$ cat config.mk
export PLATFORM = sky130hd
export DESIGN_NAME = spart_rx_flat
export DESIGN_NICKNAME = d
export VERILOG_FILES = /design/src/rtl/spart_rx_if.sv /design/src/rtl/spart_rx.sv /design/src/flat_wrapper.sv
export SDC_FILE = /design/constraint.sdc
export NUM_CORES = 1
export LEC_CHECK = 0
export CORE_MARGIN = 2
export CORE_UTILIZATION = 49
export DETAILED_ROUTE_END_ITERATION = 10
export HOLD_SLACK_MARGIN = 0.05
export MAX_ROUTING_LAYER = met4
export PLACE_DENSITY = 0.75
export SLEW_MARGIN = 20
export SYNTH_ARGS = -nofsm -noshare
export SYNTH_HDL_FRONTEND = slang
export SYNTH_SLANG_ARGS = --single-unit
$ cat constraint.sdc
create_clock -name clk -period 1.65 [get_ports clk]
set_input_delay 0.4125 -clock clk [delete_from_list [all_inputs] [get_ports clk]]
set_output_delay 0.4125 -clock clk [all_outputs]
set_load 0.05 [all_outputs]
$ cat src/rtl/spart_rx_if.sv
// Receive-side bus of the SPART: baud tick and serial line in, received byte and status out.
// Handshake: rda acts as "valid" for rx_data; a one-cycle rd_en strobe consumes it (ready/accept), and a new byte may overwrite an unconsumed one (overrun).
interface spart_rx_if;
  logic       rx_baud_en;
  logic       rxd;
  logic       rd_en;
  logic [7:0] rx_data;
  logic       rda;
  logic       framing_err;
  logic       overrun;
  logic [1:0] state_dbg;  // 0=IDLE 1=START 2=DATA 3=STOP

  modport master (
    output rx_baud_en, rxd, rd_en,
    input  rx_data, rda, framing_err, overrun, state_dbg
  );

  modport slave (
    input  rx_baud_en, rxd, rd_en,
    output rx_data, rda, framing_err, overrun, state_dbg
  );
endinterface

$ cat src/rtl/spart_rx.sv
// 8N1 serial receiver with 16x oversampling, single-byte receive buffer and
// sticky framing/overrun status.
module spart_rx #(
  parameter int OVERSAMPLE = 16
) (
  input  logic    clk,
  input  logic    rst_n,
  spart_rx_if.slave bus
);

  localparam logic [3:0] MID_TICK  = 4'(OVERSAMPLE / 2 - 1);
  localparam logic [3:0] LAST_TICK = 4'(OVERSAMPLE - 1);

  typedef enum logic [1:0] {IDLE = 2'd0, START = 2'd1, DATA = 2'd2, STOP = 2'd3} state_t;

  state_t     state, state_nxt;
  logic       rx_meta, rxs;
  logic [3:0] tick_cnt, tick_nxt;
  logic [2:0] bit_cnt, bit_nxt;
  logic [7:0] shreg, shreg_nxt;
  logic       load;

  // Both synchronizer flops reset high so reset never looks like a start bit.
  always_ff @(posedge clk or negedge rst_n) begin
    if (!rst_n) begin
      rx_meta <= 1'b1;
      rxs     <= 1'b1;
    end else begin
      rx_meta <= bus.rxd;
      rxs     <= rx_meta;
    end
  end

  always_ff @(posedge clk or negedge rst_n) begin
    if (!rst_n) state <= IDLE;
    else        state <= state_nxt;
  end

  always_comb begin
    state_nxt = state;
    if (bus.rx_baud_en) begin
      case (state)
        IDLE:  if (!rxs) state_nxt = START;
        START: if (tick_cnt == MID_TICK) state_nxt = rxs ? IDLE : DATA;
        DATA:  if (tick_cnt == LAST_TICK && bit_cnt == 3'd7) state_nxt = STOP;
        STOP:  if (tick_cnt == LAST_TICK) state_nxt = IDLE;
        default: state_nxt = IDLE;
      endcase
    end
  end

  always_comb begin
    tick_nxt  = tick_cnt;
    bit_nxt   = bit_cnt;
    shreg_nxt = shreg;
    load      = 1'b0;
    if (bus.rx_baud_en) begin
      case (state)
        IDLE: tick_nxt = 4'd0;
        START: begin
          if (tick_cnt == MID_TICK) begin
            tick_nxt = 4'd0;
            bit_nxt  = 3'd0;
          end else begin
            tick_nxt = tick_cnt + 4'd1;
          end
        end
        DATA: begin
          if (tick_cnt == LAST_TICK) begin
            tick_nxt  = 4'd0;
            bit_nxt   = bit_cnt + 3'd1;
            shreg_nxt = {rxs, shreg[7:1]};
          end else begin
            tick_nxt = tick_cnt + 4'd1;
          end
        end
        STOP: begin
          if (tick_cnt == LAST_TICK) begin
            tick_nxt = 4'd0;
            load     = 1'b1;
          end else begin
            tick_nxt = tick_cnt + 4'd1;
          end
        end
        default: tick_nxt = 4'd0;
      endcase
    end
  end

  always_ff @(posedge clk or negedge rst_n) begin
    if (!rst_n) begin
      tick_cnt <= 4'd0;
      bit_cnt  <= 3'd0;
      shreg    <= 8'h00;
    end else begin
      tick_cnt <= tick_nxt;
      bit_cnt  <= bit_nxt;
      shreg    <= shreg_nxt;
    end
  end

  // A load beats a simultaneous read: the fresh byte stays available and
  // overrun clears because the old byte was consumed.
  always_ff @(posedge clk or negedge rst_n) begin
    if (!rst_n) begin
      bus.rx_data     <= 8'h00;
      bus.rda         <= 1'b0;
      bus.framing_err <= 1'b0;
      bus.overrun     <= 1'b0;
    end else if (load) begin
      bus.rx_data     <= shreg;
      bus.rda         <= 1'b1;
      bus.framing_err <= ~rxs;
      bus.overrun     <= bus.rd_en ? 1'b0 : (bus.overrun | bus.rda);
    end else if (bus.rd_en) begin
      bus.rda     <= 1'b0;
      bus.overrun <= 1'b0;
    end
  end

  assign bus.state_dbg = state;

endmodule

$ cat src/flat_wrapper.sv
// flat-port wrapper written by rule: the top's interface ports become plain ports
module spart_rx_flat 
#(
  parameter int OVERSAMPLE = 16
)
  (clk, rst_n, bus_rx_baud_en, bus_rxd, bus_rd_en, bus_rx_data, bus_rda, bus_framing_err, bus_overrun, bus_state_dbg);
  spart_rx_if bus_i ();
  input  logic clk;
  input  logic rst_n;
  input wire logic [$bits(bus_i.rx_baud_en)-1:0] bus_rx_baud_en;
  input wire logic [$bits(bus_i.rxd)-1:0] bus_rxd;
  input wire logic [$bits(bus_i.rd_en)-1:0] bus_rd_en;
  output wire logic [$bits(bus_i.rx_data)-1:0] bus_rx_data;
  output wire logic [$bits(bus_i.rda)-1:0] bus_rda;
  output wire logic [$bits(bus_i.framing_err)-1:0] bus_framing_err;
  output wire logic [$bits(bus_i.overrun)-1:0] bus_overrun;
  output wire logic [$bits(bus_i.state_dbg)-1:0] bus_state_dbg;
  assign bus_i.rx_baud_en = bus_rx_baud_en;
  assign bus_i.rxd = bus_rxd;
  assign bus_i.rd_en = bus_rd_en;
  assign bus_rx_data = bus_i.rx_data;
  assign bus_rda = bus_i.rda;
  assign bus_framing_err = bus_i.framing_err;
  assign bus_overrun = bus_i.overrun;
  assign bus_state_dbg = bus_i.state_dbg;
  spart_rx #(.OVERSAMPLE(OVERSAMPLE)) u_core (.clk(clk), .rst_n(rst_n), .bus(bus_i));
endmodule
### Word level (Yosys, flattened, before mapping)

Index checks and enable logic that the tools add are counted.

| operators by class | value |
|---|---|
| $add $sub $neg | 2 |
| equality and inequality tests | 11 |
| multiplexer cells | 19 |
| bitwise logic cells | 2 |
| reduce and logical (&&, ||, !) cells | 8 |

Operators with widths:

| cell | count |
|---|---|
| $pmux 4 s3 | 1 |
| $mux 2 | 5 |
| $mux 4 | 2 |
| $ne 2x1->1 const B | 4 |
| $pmux 2 s4 | 1 |
| $mux 1 | 7 |
| $mux 3 | 2 |
| $pmux 3 s2 | 1 |
| $reduce_and 5->1 | 1 |
| $add 4x1->4 const B | 1 |
| $eq 2x2->1 const B | 2 |
| $eq 4x3->1 const B | 1 |
| $eq 4x4->1 const B | 1 |
| $reduce_and 4->1 | 1 |
| $reduce_bool 2->1 | 2 |
| $add 3x1->3 const B | 1 |
| $eq 3x3->1 const B | 1 |
| $reduce_and 3->1 | 1 |
| $eq 2x1->1 const B | 1 |
| $logic_not 2->1 | 1 |
| $ne 2x2->1 const B | 1 |
| $reduce_or 2->1 | 1 |
| $logic_and 1x1->1 | 1 |
| $not 1->1 | 1 |
| $or 1x1->1 | 1 |

| storage, ports and cells | value |
|---|---|
| register bits after elaboration | 30 |
| output and inout bits | 13 |
| logic and storage cells | 52 |

### Depth between registers and ports, before layout

Gate-level depths: netlist (run 1).

| depth | value |
|---|---|
| depth in word-level cells | 5 |
| gate-level depth with buffers | 7 |
| mapped depth without buffers | 6 |

### Least setup slack after synthesis (run 1)

OpenSTA, ideal clock, no wires.

| timing | value |
|---|---|
| kind | register to register |
| from | reg u_core.state[0] (netlist: u_core.bus.state_dbg[0]) |
| to | reg (tool-made name) |
| library setup time | 0.110 ns |
| arrival time | 1.841 ns |
| required time | 1.540 ns |
| setup slack | -0.301 ns |
| cell stages (with the launch flop) | 7 |
| buffers on the path | 1 |
| clock period less this slack | 1.951 ns |
| cells stage by stage | dfrtp_1 -> inv_1 -> ha_1 -> buf_4 -> nor3_2 -> a211oi_2 -> o41ai_1 |

RTL lines:

| item | line | text |
|---|---|---|
| start: declaration | spart_rx.sv:16 | `state_t state, state_nxt;` |
| start signal: assignment | spart_rx.sv:36 | `else state <= state_nxt;` |

==> out/metrics.csv, run 1 <==
metric;value;unit
status;finished, violations left;
violated checks;negative setup slack;
Post-CTS Hold Buffers;0;
clock latency on the worst-skew pair;330;ps
skew final;5.86;ps
row count;19;
final worst-path cycle share;1.01;
leading area contributor after synthesis;dfrtp_1;
most common cell after layout, fill and taps aside;dfrtp_1;
synthesized area per cell;13.2;um2
simple-gate share of the synthesized area;0.111;
RD Place Congestion;0.792;
Hold Path Origin;u_core.rx_meta$_DFF_PN1_;
first-pass GRT wire length;5110;um
grt total ovfl;0;
commonest non-fill, non-tap cells in the layout;dfrtp_1 (25), buf_12 (14), buf_4 (14), mux2_2 (11);
Post-Syn Instances;109;
adder-cell share of the synthesized area;0.0694;
drt pass-1 iters;4;
mux cell area share after synthesis;0.155;
final setup fails;1;
Synth Warn #;0;
crit start category;register;
Worst-Margin Slew;340;ps
die span in y;58.2;um
Post-synth EDFFs;0;
Synth area leaders;dfrtp_1 (49%), mux2_2 (8.6%), ha_1 (6.9%), mux2_4 (6.3%), dfstp_2 (3.6%);
initial antenna violation count;0;
dpl hpwl;2120;um
top_reg_cell synth;dfrtp_1;
Wirelength per Cell;18.4;um
Net count, final;158;
Req. time, crit path;1850;ps
static leakage;0.981;nW
post-route insts no fill;177;
Synth Cell Area;1440;um2
Post-Synth XOR/XNOR Area;0;
First DRT Iteration DRCs;15;
I/O pin cnt;18;
largest net degree at the start of global routing;31;
Yosys cell types;33;
Routed Antenna Nets;0;
share of layout cells above drive strength 1;0.527;
H-tree Lvls;2;
post-DR vias/cell;5.73;
main combinational cell family by area after synthesis;multiplexers;
register bit total from synthesis;30;
asr flop ratio synth;1.00;
maxcap violations;0;
area share of the leading cell type in the synthesized netlist;0.486;
critical path fanouts, max;6;
Area Growth Syn to Fin;43.5;%
post-synthesis compound-gate area fraction;0.102;
CTS Buffer Depth;2;
PortBufs;17;
post-synthesis sequential area ratio;0.523;
Comb pwr share;0.447;
Die X-Extent;58.2;um
Worst slew margin;0.770;
die footprint;3390;um2
Initial Utilization;0.518;
Util after Layout;0.744;
Sw Ratio;0.363;
Reg power frac;0.362;
Sw Pwr;0.000864;W
Core Area;2780;um2
# DRC;0;
Hold Violations, Final;0;
number of diodes;0;
final worst setup slack;-9.31;ps
clock power share;0.191;
CTS clock-pin slew for the worst setup and hold paths;90;ps
fin crit period;1660;ps
worst hold path class;register to register;
final max-slew violation count;0;
worst slack, placed;-246;ps
TritonCTS buffer count;5;
unrepaired setup endpoints after global routing;yes;
Worst setup EP type;register;
pwr dens;1150;nW/um2
Max VDD drop;1.09;mV
drt total wl;3260;um
maximum clock frequency;603;MHz
total power;0.00238;W
placed insts;162;
vias;1014;
post-synthesis net count;122;
CTS tree;done;
# clock sinks;30;
Critical Path AT;1860;ps
Internal;0.00152;W
CTS root buffer;clkbuf_4;
Overall Global Routing Usage;0.211;
critical path type;register to register;
vias in the first global route;1088;
## area by class of cell
type,count,area [um2]
Timing Repair Buffer,32,425
Sequential cell,30,757
Inverter,6,25.0
Clock buffer,7,55.1
Multi-Input combinational cell,70,762
Tap cell,31,38.8
Clock inverter,1,5.00
Fill cell,172,713
## registers in the layout (all words and copies together), names as in the netlist, named ones only
name,count
u_core.bit_cnt,3
u_core.bus.framing_err,1
u_core.bus.overrun,1
u_core.bus.rda,1
u_core.bus.rx_data,8
u_core.bus.state_dbg,1
u_core.rx_meta,1
u_core.rxs,1
u_core.shreg,8
u_core.tick_cnt,4
## critical path, cell delays in order (launching register included)
cell and delay, ps:
dfrtp_2 460, buf_4 170, ha_4 190, nor3_4 210
a211oi_4 100, buf_12 140, o21ai_2 160, o41ai_4 100
## power groups by stage
stage | clock network, W | logic [W] | registers, W
after global routing | 0.000497 | 0.00112 | 0.000874
after CTS | 0.000456 | 0.000773 | 0.000835
after floorplan | 0 | 0.000385 | 0.000912
final | 0.000454 | 0.00107 | 0.000863
after detailed placement | 0 | 0.000723 | 0.000855
after global placement | 0 | 0.000694 | 0.000851
## Yosys cell counts (2+ instances only)
cell / n
dfrtp_1: 28
nand2b_1: 2
mux2_4: 6
nor3_1: 2
nand3_1: 4
inv_1: 6
buf_6: 2
o31ai_1: 2
nand2_1: 6
a22o_1: 5
ha_1: 8
o21ai_0: 4
mux2_2: 11
dfstp_2: 2
o41ai_1: 2
nor2_1: 2
## stage by stage
stage	setup TNS, ps	instance area [um2]	hold slack [ps]
after CTS	-0.860	1940	363
after global placement	-2510	1840	347
after detailed placement	-3740	1840	350
after global routing	-185	2070	373
after floorplan	-2.65	1470	117
final	-9.31	2070	365
## cells by family after synthesis
group | after synthesis
AO/OA/AOI/OAI | 19
adder cells (fa/ha/maj) | 8
buffers and inverters | 10
flip-flops | 30
multiplexers | 18
AND/OR/NAND/NOR | 24
## path summary, 6_finish.rpt
| check | cells past startpoint | end | slack (ps) |
|---|---|---|---|
| worst max-delay path | 7 | register | -9 |
| worst min-delay path | 0 | u_core.rxs$_DFF_PN1_ | 370 |
| worst max register to register | 7 | register | -9 |
| worst min register to register | 0 | u_core.rxs$_DFF_PN1_ | 370 |
| max in group asynchronous | 2 | u_core.rxs$_DFF_PN1_ | 970 |
| min in group asynchronous | 2 | u_core.tick_cnt[0]$_DFFE_PN0P_ | 430 |
## routing by layer
layer | up-vias | routed length (um) | track usage
met4 | 0 | 39 | 0.0764
met1 | 520 | 1380 | 0.236
li1 | 468 | - | -
met3 | 7 | 116 | 0.0536
met2 | 19 | 1720 | 0.362
met5 | - | 0 | -
## what timing repair did
action	in CTS	in global routing
cloned	1	0
pin swaps	4	8
setup buffers	1	5
endpoints found under the setup margin	13	16
hold endpoints to repair	0	0
resized for setup	4	14
Note: power is estimated with default switching activity, not from simulation.
==> inputs of run 2 (changes only) <==
--- a/config.mk
+++ b/config.mk
@@ -10,7 +10,7 @@
 export DETAILED_ROUTE_END_ITERATION = 10
 export HOLD_SLACK_MARGIN = 0.05
 export MAX_ROUTING_LAYER = met4
-export PLACE_DENSITY = 0.75
+export PLACE_DENSITY_LB_ADDON = 0.1
 export SLEW_MARGIN = 20
 export SYNTH_ARGS = -nofsm -noshare
 export SYNTH_HDL_FRONTEND = slang
==> run 2 against run 1 <==
The run now ends clean; total power increased by 3.0%; clock power rose by 74%; non-clock buffer count fell by 4; utilization is 1.3 points lower.
==> out/metrics.csv, run 2 (synthesis results as in run 1) <==
metric;value;unit
TritonCTS buffer count;5;
number of post-CTS setup repair buffers;0;
initial antenna violation count;0;
PortBufs;17;
final setup fails;0;
Net count, final;153;
# DRC;0;
largest net degree at the start of global routing;31;
Routed Antenna Nets;0;
CTS tree;done;
fillcell total;180;
final max-slew violation count;0;
Non-Filler Cell Area, Final;2030;um2
drt total wl;2790;um
Overall Global Routing Usage;0.197;
H-tree Lvls;2;
Multi-input gate area;704;um2
Met3 Routed Length;152;um
vias in the first global route;976;
flop2flop setup slack;40;ps
commonest non-fill, non-tap cells in the layout;dfrtp_1 (26), buf_12 (14), mux2_2 (11), buf_4 (10);
fin crit period;1610;ps
register area;756;um2
post-DR vias/cell;5.60;
status;finished clean;
CTS root buffer;clkbuf_4;
worst hold path class;register to register;
Worst slew margin;0.782;
Wirelength per Cell;16.2;um
# clock sinks;30;
dpl hpwl;1960;um
Top Layer Used;met4;
Area Growth Syn to Fin;41.1;%
Metal-1 WL;1230;um
reg-to-reg startpoint;u_core.bus.state_dbg[0]$_DFFE_PN0P_;
share of layout cells above drive strength 1;0.475;
maxcap violations;0;
Die X-Extent;58.2;um
CP Capture Point;u_core.bit_cnt[0]$_DFFE_PN0P_;
clock latency on the worst-skew pair;350;ps
die footprint;3390;um2
grt total ovfl;0;
unrepaired setup endpoints after global routing;yes;
vias;963;
Post-CTS Hold Buffers;0;
Hold Slack;362;ps
WL met2;1350;um
Worst setup EP type;register;
Critical Path AT;1840;ps
row count;19;
number of diodes;0;
r2r endpoint;u_core.bit_cnt[0]$_DFFE_PN0P_;
crit path from;u_core.bus.state_dbg[0]$_DFFE_PN0P_;
static leakage;0.953;nW
pwr dens;1210;nW/um2
CTS Buffer Depth;2;
Max VDD drop;1.47;mV
maximum clock frequency;619;MHz
most common cell after layout, fill and taps aside;dfrtp_1;
RD Place Congestion;0.771;
First DRT Iteration DRCs;25;
crit start category;register;
I/O pin cnt;18;
placed cell area;1870;um2
Initial Utilization;0.518;
drt pass-1 iters;4;
Core Area;2780;um2
critical path fanouts, max;4;
critical path type;register to register;
Worst-Margin Slew;325;ps
CTS clock-pin slew for the worst setup and hold paths;110;ps
Req. time, crit path;1880;ps
first-pass GRT wire length;4730;um
top flop regs;u_core.bus.rx_data x8, u_core.shreg x8, u_core.tick_cnt x4;
skew final;15.3;ps
worst r2r path cells;7;
die span in y;58.2;um
final worst-path cycle share;0.978;
Hold Violations, Final;0;
## run 2: layout make-up
type / count / area share
Multi-Input combinational cell: 69 / 0.346
Clock buffer: 6 / 0.0252
Sequential cell: 30 / 0.372
Tap cell: 31 / 0.0191
Inverter: 6 / 0.0135
Clock inverter: 2 / 0.0295
Timing Repair Buffer: 28 / 0.194
## run 2: how the worst min path moves through the flow
stage               slack [ps]                      from  cells past startpoint                    to
floorplan                  120                     rst_n                      0             async pin
global placement           350  u_core.rx_meta$_DFF_PN1_                      0  u_core.rxs$_DFF_PN1_
detailed placement         350  u_core.rx_meta$_DFF_PN1_                      0  u_core.rxs$_DFF_PN1_
CTS                        360  u_core.rx_meta$_DFF_PN1_                      0  u_core.rxs$_DFF_PN1_
global route               370  u_core.rx_meta$_DFF_PN1_                      0  u_core.rxs$_DFF_PN1_
finish                     360  u_core.rx_meta$_DFF_PN1_                      0  u_core.rxs$_DFF_PN1_
## run 2: repair_timing
action	CTS	global route
pin swaps	0	2
gates resized for setup	1	10
setup endpoints to repair	9	22
## run 2: per-layer routing
| layer | global-route usage | vias to the layer above |
|---|---|---|
| li1 | - | 457 |
| met1 | 0.243 | 472 |
| met2 | 0.305 | 25 |
| met3 | 0.0714 | 9 |
| met4 | 0.0598 | 0 |
| met5 | - | - |
## run 2: worst max-delay path: stages (launching register included)
cell,delay [ps]
dfrtp_2,480
inv_4,100
ha_4,200
nand2_1,60
nor3_1,50
buf_4,140
mux2_2,250
a22o_1,210
## run 2: through the flow
stage / instances / utilization / worst slack (ps) / TNS (ps) / total power (W)
6_report: 172 / 0.731 / 35.6 / 0 / 0.00245
5_1_grt: 172 / 0.731 / -53.5 / -221 / 0.00259
4_1_cts: 172 / 0.713 / 0.975 / 0 / 0.00238
3_5_place_dp: 164 / 0.673 / -190 / -3580 / 0.00159
3_3_place_gp: 164 / 0.673 / -171 / -3150 / 0.00157
2_1_floorplan: 109 / - / -2.65 / -2.65 / 0.00130
## run 2: power breakdown
| group | total (W) | internal [W] | switching (W) |
|---|---|---|---|
| clock network | 0.000792 | 0.000513 | 0.000279 |
| registers | 0.000846 | 0.000784 | 0.0000626 |
| logic | 0.000815 | 0.000387 | 0.000428 |
| total | 0.00245 | 0.00168 | 0.000770 |
